<file path="config.mk">
export PLATFORM = sky130hd
export DESIGN_NAME = fence_t_sequencer
export DESIGN_NICKNAME = d
export VERILOG_FILES = /design/src/rtl/fence_t_sequencer.sv
export SDC_FILE = /design/constraint.sdc
export NUM_CORES = 1
export LEC_CHECK = 0
export CAP_MARGIN = 10
export CORE_UTILIZATION = 33
export DETAILED_ROUTE_END_ITERATION = 7
export DONT_BUFFER_PORTS = 1
export MAX_ROUTING_LAYER = met4
export SLEW_MARGIN = 20
export SYNTH_ARGS = -nofsm -noshare
export SYNTH_HDL_FRONTEND = slang
export SYNTH_SLANG_ARGS = --single-unit
</file>
<file path="constraint.sdc">
create_clock -name clk_i -period 3.5 [get_ports clk_i]
set_clock_uncertainty 0.15 [all_clocks]
set_input_delay 0.525 -clock clk_i [delete_from_list [all_inputs] [get_ports clk_i]]
set_output_delay 0.525 -clock clk_i [all_outputs]
set_load 0.05 [all_outputs]
</file>
<file path="src/rtl/fence_t_sequencer.sv">
// Temporal-fence sequencer: halts commit, flushes N channels, waits for quiescence
// and timer padding, holds then staggers M microreset domains, supplies restart PC.
module fence_t_sequencer #(
    parameter int unsigned NUM_FLUSH   = 2,
    parameter int unsigned NUM_DOMAINS = 2,
    parameter int unsigned RST_CYCLES  = 16,
    parameter int unsigned INIT_HOLD   = 3,
    parameter int unsigned PAD_W       = 32,
    parameter int unsigned VLEN        = 64
) (
    input  logic                   clk_i,
    input  logic                   rst_ni,
    input  logic                   fence_t_i,
    input  logic [VLEN-1:0]        pc_commit_i,
    input  logic [VLEN-1:0]        boot_addr_i,
    output logic [VLEN-1:0]        rst_addr_o,
    input  logic                   pad_en_i,
    input  logic [PAD_W-1:0]       pad_cycles_i,
    input  logic                   time_irq_i,
    output logic [NUM_FLUSH-1:0]   flush_req_o,
    input  logic [NUM_FLUSH-1:0]   flush_ack_i,
    input  logic [NUM_FLUSH-1:0]   busy_i,
    output logic                   halt_o,
    output logic [NUM_DOMAINS-1:0] rst_uarch_no,
    output logic                   cache_init_no,
    output logic                   done_o
);

    localparam logic [2:0] IDLE    = 3'd0;
    localparam logic [2:0] FLUSH   = 3'd1;
    localparam logic [2:0] WAIT    = 3'd2;
    localparam logic [2:0] RST     = 3'd3;
    localparam logic [2:0] RELEASE = 3'd4;

    localparam int unsigned CNT_MAX = (RST_CYCLES > NUM_DOMAINS) ? RST_CYCLES : NUM_DOMAINS;
    localparam int unsigned CNT_W   = $clog2(CNT_MAX + 1);
    localparam int unsigned INIT_W  = $clog2(INIT_HOLD + 1);

    localparam logic [CNT_W-1:0]  RST_LAST = CNT_W'(RST_CYCLES - 1);
    localparam logic [CNT_W-1:0]  REL_LAST = CNT_W'(NUM_DOMAINS - 1);
    localparam logic [INIT_W-1:0] INIT_VAL = INIT_W'(INIT_HOLD);

    logic [2:0]           state_q,     state_d;
    logic [NUM_FLUSH-1:0] flush_req_q, flush_req_d;
    logic [NUM_FLUSH-1:0] ack_seen_q,  ack_seen_d;
    logic [CNT_W-1:0]     rst_cnt_q,   rst_cnt_d;
    logic [PAD_W-1:0]     pad_cnt_q,   pad_cnt_d;
    logic [INIT_W-1:0]    init_cnt_q,  init_cnt_d;
    logic                 time_irq_q;
    logic                 done_q,      done_d;
    logic [VLEN-1:0]      rst_addr_q,  rst_addr_d;
    logic                 addr_vld_q,  addr_vld_d;

    logic [NUM_FLUSH-1:0] ack_hit;
    logic                 irq_rise;

    assign ack_hit  = flush_ack_i & flush_req_q;
    assign irq_rise = time_irq_i & ~time_irq_q;

    always_comb begin
        state_d     = state_q;
        flush_req_d = flush_req_q;
        ack_seen_d  = ack_seen_q;
        rst_cnt_d   = rst_cnt_q;
        done_d      = 1'b0;
        rst_addr_d  = rst_addr_q;
        addr_vld_d  = addr_vld_q;

        case (state_q)
            IDLE: begin
                if (fence_t_i) begin
                    state_d     = FLUSH;
                    rst_addr_d  = pc_commit_i + VLEN'(4);
                    addr_vld_d  = 1'b1;
                    flush_req_d = '1;
                    ack_seen_d  = '0;
                end
            end
            FLUSH: begin
                ack_seen_d  = ack_seen_q | ack_hit;
                flush_req_d = flush_req_q & ~ack_hit;
                if (&(ack_seen_q | ack_hit)) begin
                    state_d = WAIT;
                end
            end
            WAIT: begin
                if ((busy_i == '0) && (!pad_en_i || (pad_cnt_q == '0))) begin
                    state_d = RST;
                end
            end
            RST: begin
                if (rst_cnt_q == RST_LAST) begin
                    rst_cnt_d = '0;
                    state_d   = RELEASE;
                end else begin
                    rst_cnt_d = rst_cnt_q + CNT_W'(1);
                end
            end
            RELEASE: begin
                if (rst_cnt_q == REL_LAST) begin
                    rst_cnt_d = '0;
                    state_d   = IDLE;
                    done_d    = 1'b1;
                end else begin
                    rst_cnt_d = rst_cnt_q + CNT_W'(1);
                end
            end
            default: begin
                state_d = IDLE;
            end
        endcase
    end

    // Timer-rising-edge load wins over the free-running decrement in every state.
    always_comb begin
        pad_cnt_d = pad_cnt_q;
        if (irq_rise) begin
            pad_cnt_d = pad_cycles_i;
        end else if (pad_cnt_q != '0) begin
            pad_cnt_d = pad_cnt_q - PAD_W'(1);
        end
    end

    always_comb begin
        init_cnt_d = init_cnt_q;
        if (state_q == RST) begin
            init_cnt_d = INIT_VAL;
        end else if (init_cnt_q != '0) begin
            init_cnt_d = init_cnt_q - INIT_W'(1);
        end
    end

    always_ff @(posedge clk_i or negedge rst_ni) begin
        if (!rst_ni) begin
            state_q     <= IDLE;
            flush_req_q <= '0;
            ack_seen_q  <= '0;
            rst_cnt_q   <= '0;
            pad_cnt_q   <= '0;
            init_cnt_q  <= '0;
            time_irq_q  <= 1'b0;
            done_q      <= 1'b0;
            rst_addr_q  <= '0;
            addr_vld_q  <= 1'b0;
        end else begin
            state_q     <= state_d;
            flush_req_q <= flush_req_d;
            ack_seen_q  <= ack_seen_d;
            rst_cnt_q   <= rst_cnt_d;
            pad_cnt_q   <= pad_cnt_d;
            init_cnt_q  <= init_cnt_d;
            time_irq_q  <= time_irq_i;
            done_q      <= done_d;
            rst_addr_q  <= rst_addr_d;
            addr_vld_q  <= addr_vld_d;
        end
    end

    // Reset value of the restart address tracks boot_addr_i live, so a valid flag
    // selects between it and the captured PC instead of async-loading an input.
    assign rst_addr_o    = addr_vld_q ? rst_addr_q : boot_addr_i;
    assign flush_req_o   = flush_req_q;
    assign halt_o        = (state_q != IDLE);
    assign cache_init_no = (init_cnt_q != '0);
    assign done_o        = done_q;

    always_comb begin
        rst_uarch_no = '1;
        if (state_q == RST) begin
            rst_uarch_no = '0;
        end else if (state_q == RELEASE) begin
            for (int unsigned k = 0; k < NUM_DOMAINS; k++) begin
                rst_uarch_no[k] = (CNT_W'(k) <= rst_cnt_q);
            end
        end
    end

endmodule

</file>
## Yosys cells after proc, flatten, opt, wreduce, memory -nomap -nowiden

Index checks and enable logic that the tools add are counted.

- Flip-flop bits (word level): 113
- Word-level logic and storage cells: 72
- Output and inout port bits: 71

- $lt $le $gt $ge: 2
- Bitwise logic cells: 6
- Reductions and logical operators: 17
- Add/sub/neg operators: 4
- Mux-type cells: 22
- Eq/ne operators: 11

Operator list:

| operator | number |
|---|---|
| 64-bit by 3-bit adder with 64-bit output, second input constant | 1 |
| 32-bit two-way mux | 2 |
| 64-bit two-way mux | 1 |
| 32-bit zero test | 1 |
| 32-bit nonzero test | 1 |
| 32-bit by 1-bit subtractor with 32-bit output, second input constant | 1 |
| 3-bit two-way mux | 5 |
| 3-bit case mux with 5 select lines | 1 |
| 2-bit two-way mux | 6 |
| 1-bit by 5-bit <= comparator with 1-bit output, first input constant | 2 |
| 5-bit two-way mux | 2 |
| 2-bit != test, second input constant | 5 |
| 5-bit case mux with 2 select lines | 1 |
| 2-bit nonzero test | 5 |
| 2-bit case mux with 2 select lines | 2 |
| 3-bit by 2-bit equality test with 1-bit output, second input constant | 2 |
| 2-bit AND reduction | 3 |
| 5-bit by 1-bit adder with 5-bit output, second input constant | 1 |
| 5-bit by 1-bit equality test with 1-bit output, second input constant | 1 |
| 5-bit by 4-bit equality test with 1-bit output, second input constant | 1 |
| 5-bit AND reduction | 1 |
| 2-bit AND | 2 |
| 3-bit by 1-bit equality test with 1-bit output, second input constant | 1 |
| 3-bit equality test, second input constant | 1 |
| 12 further kinds | 13 |

## Longest topological paths before layout

Gate-level depths: netlist of run 1.

- Depth after elaboration: 5
- Depth in mapped cells: 8
- Depth with buffers taken out: 8

## Worst setup path before layout of run 1

No wires, ideal clock.

- Path kind: flip-flop to flip-flop
- From: register pad_cnt_q[18]
- To: register pad_cnt_q[20]
- Stages on the path, launching flop included: 9
- Arrival: 2249 ps
- Buffers on the path: 3
- Library setup time: 119 ps
- Path slack: 983 ps
- Cells stage by stage: dfrtp_1 > or4_1 > buf_2 > or4_1 > buf_6 > nor3_4 > buf_6 > o211ai_1 > o21a_1

- Word-level cells in the longest chain between the ends: 3
- Elaborated cells on any way between the ends: 5
- Those cells by class: 1 x add/sub; 2 x mux; 2 x reduce/logical

Ends and longest elaborated chain:

| what | line | source |
|---|---|---|
| start: declaration | 47 | `logic [PAD_W-1:0] pad_cnt_q, pad_cnt_d;` |
| start signal: assignment | 150 | `pad_cnt_q <= pad_cnt_d;` |
| 32-bit by 1-bit subtractor with 32-bit output | 120 | `pad_cnt_d = pad_cnt_q - PAD_W'(1);` |
| 32-bit two-way mux | 119 | `end else if (pad_cnt_q != '0) begin` |
| 32-bit two-way mux | 117 | `if (irq_rise) begin` |

Several ways; a longest one is shown, not always the timed one. The select of a mux whose other input is x is not followed.
A chain may end at the register's enable or synchronous reset.

## Worst setup path in the final report of run 1

- From: register pad_cnt_q[17]
- To: register pad_cnt_q[13]

- Word-level cells in the longest chain between the ends: 2

Ends and longest elaborated chain:

| what | line |
|---|---|
| 32-bit nonzero test | 119 |
| 2-bit nonzero test (no line) | - |

Every way passes these cells.

==> results.json, run 1 <==
{
  "status": "finished with violations",
  "violations": "design-rule violations",
  "drcViolationCount": 23,
  "grt_pass1_wl_um": 34400,
  "regToRegStartpoint": "pad_cnt_q[17]",
  "ys_seq_area_frac": 0.378,
  "num_rows": 54,
  "viasPerCell": 5.50,
  "arrival_ns": 3.18,
  "synth_warnings": 0,
  "clk_pin_slew_ns": 0.06,
  "wl_per_cell_um": 19.4,
  "critPathLaunch": "pad_cnt_q[17]",
  "ir_drop_mv": 0.333,
  "die_w_um": 153,
  "critPathMaxFanout": 10,
  "layout-drive-gt1-share": 0.163,
  "cts_root_buf": "clkbuf_16",
  "synth_flop_cell": "dfrtp_1",
  "synth_cells": 858,
  "cp_slowest_stage_delay_ns": 0.73,
  "syn2layout_area_growth_pct": 13.1,
  "worst_setup_path_end_kind": "register",
  "grt_usage": 0.199,
  "grt_pass1_vias": 6042,
  "cts-buffers-inserted": 17,
  "path_delay_family": "simple AND/OR/NAND/NOR gates",
  "slowest_stage": "or4_1",
  "finalSetupViolCount": 0,
  "syn_area_sq_um": 7480,
  "cts_tree": "done",
  "htreeDepth": 4,
  "hold_violations": 0,
  "clock_sinks": 113,
  "synth_edf_count": 0,
  "vias": 6269,
  "fin_crit_sh": 0.852,
  "path_cells": "or4_1, or4_1, nor3_4, buf_4, o21ai_0, a31oi_1",
  "start_util": 0.340,
  "cp.buffers_inverters": 1,
  "hp-start": "pc_commit_i[0]",
  "drtPass1Iterations": 7,
  "antenna_found_initial": 1,
  "final_nets": 1022,
  "ant_nets": 0,
  "hp-class": "input pin to register",
  "clk_path_buf_depth": 2,
  "p_per_area_nw_per_um2": 826,
  "utilization": 0.384,
  "portBuffers": 0,
  "coreArea_sq_um": 22000,
  "max-slew-margin-rel": 0.508,
  "die_h_um": 153,
  "dpl.hpwl_um": 16600,
  "async_reset_ff_frac": 1.00,
  "fin_setup_tns_ns": 0,
  "wl_um": 22200,
  "die-area_sq_um": 23300,
  "cts_resized": 0,
  "avgSynthCellArea_sq_um": 8.72,
  "synth.distinct_cells": 54,
  "mappedNetlistNets": 1034,
  "leakage_nw": 3.33,
  "max_freq_mhz": 335,
  "tightest_slew_ns": 0.737,
  "overflow": 0,
  "rsz0062_at_grt": "no",
  "io_pins": 240,
  "cp.required_ns": 3.70,
  "min_period_ns": 2.98,
  "cap_violations": 0,
  "ys_seq_elements": 113,
  "crit_path_frequent_cell": "or4_1",
  "finalMaxSlewViolations": 0,
  "drtIter0Drc": 323,
  "clk_latency_ns": 0.42,
  "crit_type": "register to register",
  "place_congestion": 0.876,
  "grt_max_degree": 114,
  "startpoint_type": "register"
}
[sequential cells by signal, indices dropped and copies added, names as in the netlist]
| signal | cells |
|---|---|
| done_o | 1 |
| flush_req_o | 2 |
| rst_cnt_q | 5 |
| rst_addr_q | 64 |
| addr_vld_q | 1 |
| pad_cnt_q | 32 |
| state_q | 3 |
| ack_seen_q | 2 |
| time_irq_q | 1 |
| init_cnt_q | 2 |
[logic make-up (layout without fill, tap and decap cells)]
logic type      count (synthesis)  after routing  share of synthesized area
other cells                     0              1                          0
xor+xnor                       54             54                     0.0632
simple gates                  408            408                      0.283
flops                         113            113                      0.378
mux                            85             85                      0.126
fa+ha+maj                       7              7                     0.0117
compound gates                130            130                      0.105
buf+inv                        61             62                     0.0330
[timing repair]
item                                   CTS  global route
endpoints found under the hold margin  114             0
hold buffers                             3             0
setup buffers                            0             0
[cells in the final DEF (no fill, tap or decap), types with 17 or more instances in the layout]
master,Yosys,layout
nand4_1,33,33
dfrtp_1,113,112
a21oi_1,21,21
nand3_1,36,36
xnor2_1,31,31
nor4_1,23,23
clkbuf_16,0,17
mux2_2,74,74
xor2_1,23,23
nor3_1,28,28
nor2_1,64,64
nand2_1,134,134
o21ai_0,56,56
[where the power goes]
| part | switching, mW | internal, mW | total (mW) |
|---|---|---|---|
| Sequential | 0.427 | 1.79 | 2.22 |
| Combinational | 2.11 | 0.742 | 2.85 |
| Clock | 0.693 | 1.22 | 1.91 |
| Total | 3.23 | 3.75 | 6.99 |
[final timing paths]
kind / end / slack, ns / cells past startpoint
min in group asynchronous: rst_addr_q[31] / 0.59 / 2
hold reg to reg: rst_addr_q[38] / 0.32 / 2
setup / recovery: pad_cnt_q[13] / 0.52 / 6
setup reg to reg: pad_cnt_q[13] / 0.52 / 6
hold / removal: rst_addr_q[0] / 0.06 / 2
max in group asynchronous: addr_vld_q / 2.12 / 2
[through the flow]
stage	hold WS, ns	total power, mW	cells	setup slack, ns	area (sq um)
4_1_cts	0.0391	7.07	1139	0.551	8450
3_3_place_gp	0.0878	5.05	1104	0.595	7760
2_1_floorplan	0.0794	4.69	858	0.983	7480
5_1_grt	0.0393	7.37	1140	0.390	8460
3_5_place_dp	0.0886	5.07	1104	0.564	7760
6_report	0.0612	6.99	1140	0.518	8460
[area by class of cell]
cell class	count	area [sq um]
tap	280	350
sequential	113	2830
fill	2291	13600
timing repair buffer	15	163
clock buffer	18	439
inverter	15	56.3
antenna	1	2.50
clock inverter	14	203
multi-input combinational	684	4410
[synth_stat cells (4+ instances only)]
library cell / count / area, sq um
or4_1: 12 / 90.1
a31oi_1: 16 / 100
and4_1: 5 / 43.8
dfrtp_1: 113 / 2830
a21oi_1: 21 / 105
nand4_1: 33 / 206
a211oi_1: 5 / 37.5
mux2_2: 74 / 833
mux2i_1: 11 / 110
inv_1: 15 / 56.3
nand3_1: 36 / 180
and3_1: 12 / 75.1
xor2_1: 23 / 201
ha_1: 7 / 87.6
clkbuf_1: 40 / 150
o21ai_0: 56 / 280
or2_2: 4 / 25.0
nor2_1: 64 / 240
nor3_1: 28 / 140
o211ai_1: 6 / 45.0
xnor2_1: 31 / 272
nand4b_1: 4 / 35.0
and2_1: 9 / 56.3
nor3b_1: 5 / 37.5
nand2b_1: 5 / 31.3
or4b_2: 4 / 40.0
or3_1: 16 / 100
o31ai_1: 7 / 52.6
nor4_1: 23 / 144
nand2_1: 134 / 503
[layer usage]
metal  routed length [um]  track usage
met3                 1970       0.0731
met1                 9420        0.237
met4                  400       0.0645
met5                    0            -
met2                10400        0.312
Power figures use the tool's default switching activity.
==> inputs of run 2 (changes only) <==
CORE_MARGIN = 4   (was not set)
==> run 2 against run 1 <==
Against the previous run: the run now ends clean; worst hold slack improved by 0.012 ns; clock power fell by 7%; setup slack got worse by 0.022 ns; sequential power barely moved; total power fell by 1.8%; fmax fell by 0.72%; non-clock buffer count rose by 1; die area rose by 8.0%; critical endpoint is now pad_cnt_q[17].
==> results.json, run 2 (synthesis gave the netlist of run 1 again) <==
{
  "postCtsSetupBuffers": 0,
  "die-area_sq_um": 25100,
  "drtPass1Iterations": 7,
  "cts_tree": "done",
  "finalMaxSlewViolations": 0,
  "arrival_ns": 3.13,
  "critPathMaxFanout": 17,
  "min_period_ns": 3.00,
  "top_regs": "rst_addr_q: 64 flops, pad_cnt_q: 32 flops, rst_cnt_q: 5 flops",
  "p_per_area_nw_per_um2": 815,
  "tightest_slew_ns": 0.806,
  "io_pins": 240,
  "htreeDepth": 4,
  "portBuffers": 0,
  "status": "finished clean",
  "dpl-instance-area_sq_um": 7770,
  "leakage_nw": 3.31,
  "cp.required_ns": 3.62,
  "syn2layout_area_growth_pct": 12.6,
  "hold_violations": 0,
  "final_cells": 1140,
  "cts-buffers-inserted": 17,
  "grt_pass1_vias": 6164,
  "cts_root_buf": "clkbuf_16",
  "worst_setup_path_end_kind": "register",
  "fin_crit_sh": 0.858,
  "die_w_um": 159,
  "wl_per_cell_um": 20.0,
  "cts_hold_buf": 3,
  "coreArea_sq_um": 22000,
  "place_congestion": 0.877,
  "max_freq_mhz": 333,
  "drtIter0Drc": 410,
  "hp-start": "pc_commit_i[2]",
  "finalSetupViolCount": 0,
  "most-common-layout-cells": "nand2_1 (134), dfrtp_1 (112), mux2_2 (74), nor2_1 (64), o21ai_0 (56)",
  "largest_register": "rst_addr_q",
  "r2r_slack_ns": 0.50,
  "startpoint_type": "register",
  "ir_drop_mv": 0.397,
  "crit_type": "register to register",
  "overflow": 0,
  "largest_reg_flops": 64,
  "rsz0062_at_grt": "no",
  "fin_area_sq_um": 8420,
  "place_inst": 1105,
  "viasPerCell": 5.56,
  "start_util": 0.340,
  "hold-path-endpoint": "rst_addr_q[2]",
  "drcViolationCount": 0,
  "hp-class": "input pin to register",
  "layout_commonest_cell": "nand2_1",
  "final_nets": 1023,
  "max-slew-margin-rel": 0.458,
  "hold_depth": 1,
  "ant_nets": 0,
  "fin_setup_tns_ns": 0,
  "cts_resized": 0,
  "clock_sinks": 113,
  "clk_latency_ns": 0.41,
  "num_rows": 54,
  "grt_usage": 0.181,
  "die_h_um": 159,
  "clk_pin_slew_ns": 0.06,
  "wl_um": 22700,
  "diodes": 0,
  "grt_pass1_wl_um": 34200,
  "fillers": 2278,
  "antenna_found_initial": 0,
  "clk_path_buf_depth": 2,
  "layout-drive-gt1-share": 0.164,
  "dpl.hpwl_um": 17200,
  "cap_violations": 0,
  "vias": 6342,
  "utilization": 0.382,
  "rr_worst_depth": 5,
  "rr_endpoint": "pad_cnt_q[17]",
  "grt_max_degree": 129,
  "regToRegStartpoint": "pad_cnt_q[18]"
}
-- run 2: cell count changes in the layout (fill, tap and decap cells not counted), sizes merged --
cell | before | now
buf | 13 | 14
bufinv | 4 | 2
clkbuf | 18 | 19
clkinv | 6 | 4
clkinvlp | 1 | 3
diode | 1 | 0
inv | 18 | 19
-- run 2: per-layer routing --
layer / vias to the layer above / global-route usage / part of all wire
met5: - / - / 0
met1: 2995 / 0.217 / 0.43
met2: 218 / 0.281 / 0.46
met3: 26 / 0.0688 / 0.092
li1: 3103 / - / -
met4: 0 / 0.0597 / 0.021
-- run 2: worst max-delay path, stage by stage (launching register included) --
cell     delay, ns
dfrtp_1       0.40
or4_1         0.69
or4_1         0.72
nor3_4        0.60
or4b_2        0.24
a31oi_1       0.07
-- run 2: area by class of cell --
type / count / area (sq um) / area share
multi-input cells: 684 / 4410 / 0.524
flip-flops and latches: 113 / 2830 / 0.336
clock buffers: 19 / 453 / 0.0538
well taps: 280 / 350 / 0.0416
repair buffers: 16 / 170 / 0.0202
clock inverters: 13 / 151 / 0.0180
inverters: 15 / 56.3 / 0.00668
-- run 2: worst max path at each step --
stage,from,to,slack (ns),depth (start not counted)
2_1_floorplan,pad_cnt_q[18],pad_cnt_q[20],0.98,8
3_3_place_gp,pad_cnt_q[17],pad_cnt_q[13],0.55,5
3_5_place_dp,pad_cnt_q[16],pad_cnt_q[13],0.53,5
4_1_cts,pad_cnt_q[18],pad_cnt_q[17],0.52,5
5_1_grt,pad_cnt_q[16],state_q[0],0.33,5
6_report,pad_cnt_q[18],pad_cnt_q[17],0.50,5
-- run 2: metrics by stage --
step | hold WS, ns | setup WS [ns] | power, mW
3_5_place_dp | 0.0860 | 0.531 | 5.12
3_3_place_gp | 0.0869 | 0.549 | 5.08
4_1_cts | 0.0546 | 0.525 | 6.96
2_1_floorplan | 0.0794 | 0.983 | 4.69
5_1_grt | 0.0490 | 0.327 | 7.28
6_report | 0.0728 | 0.496 | 6.86
-- run 2: power by group --
group          leakage (nW)  internal (mW)  switching (mW)
Sequential             1.35           1.79           0.431
Combinational          1.67          0.741            2.13
Clock                 0.288           1.10           0.672
Total                  3.31           3.63            3.23
==> inputs of run 3 (changes only) <==
SLEW_MARGIN = 40   (was 20)
==> results of run 3 <==
The final DEF is identical to that of run 2; final timing and power are the same.
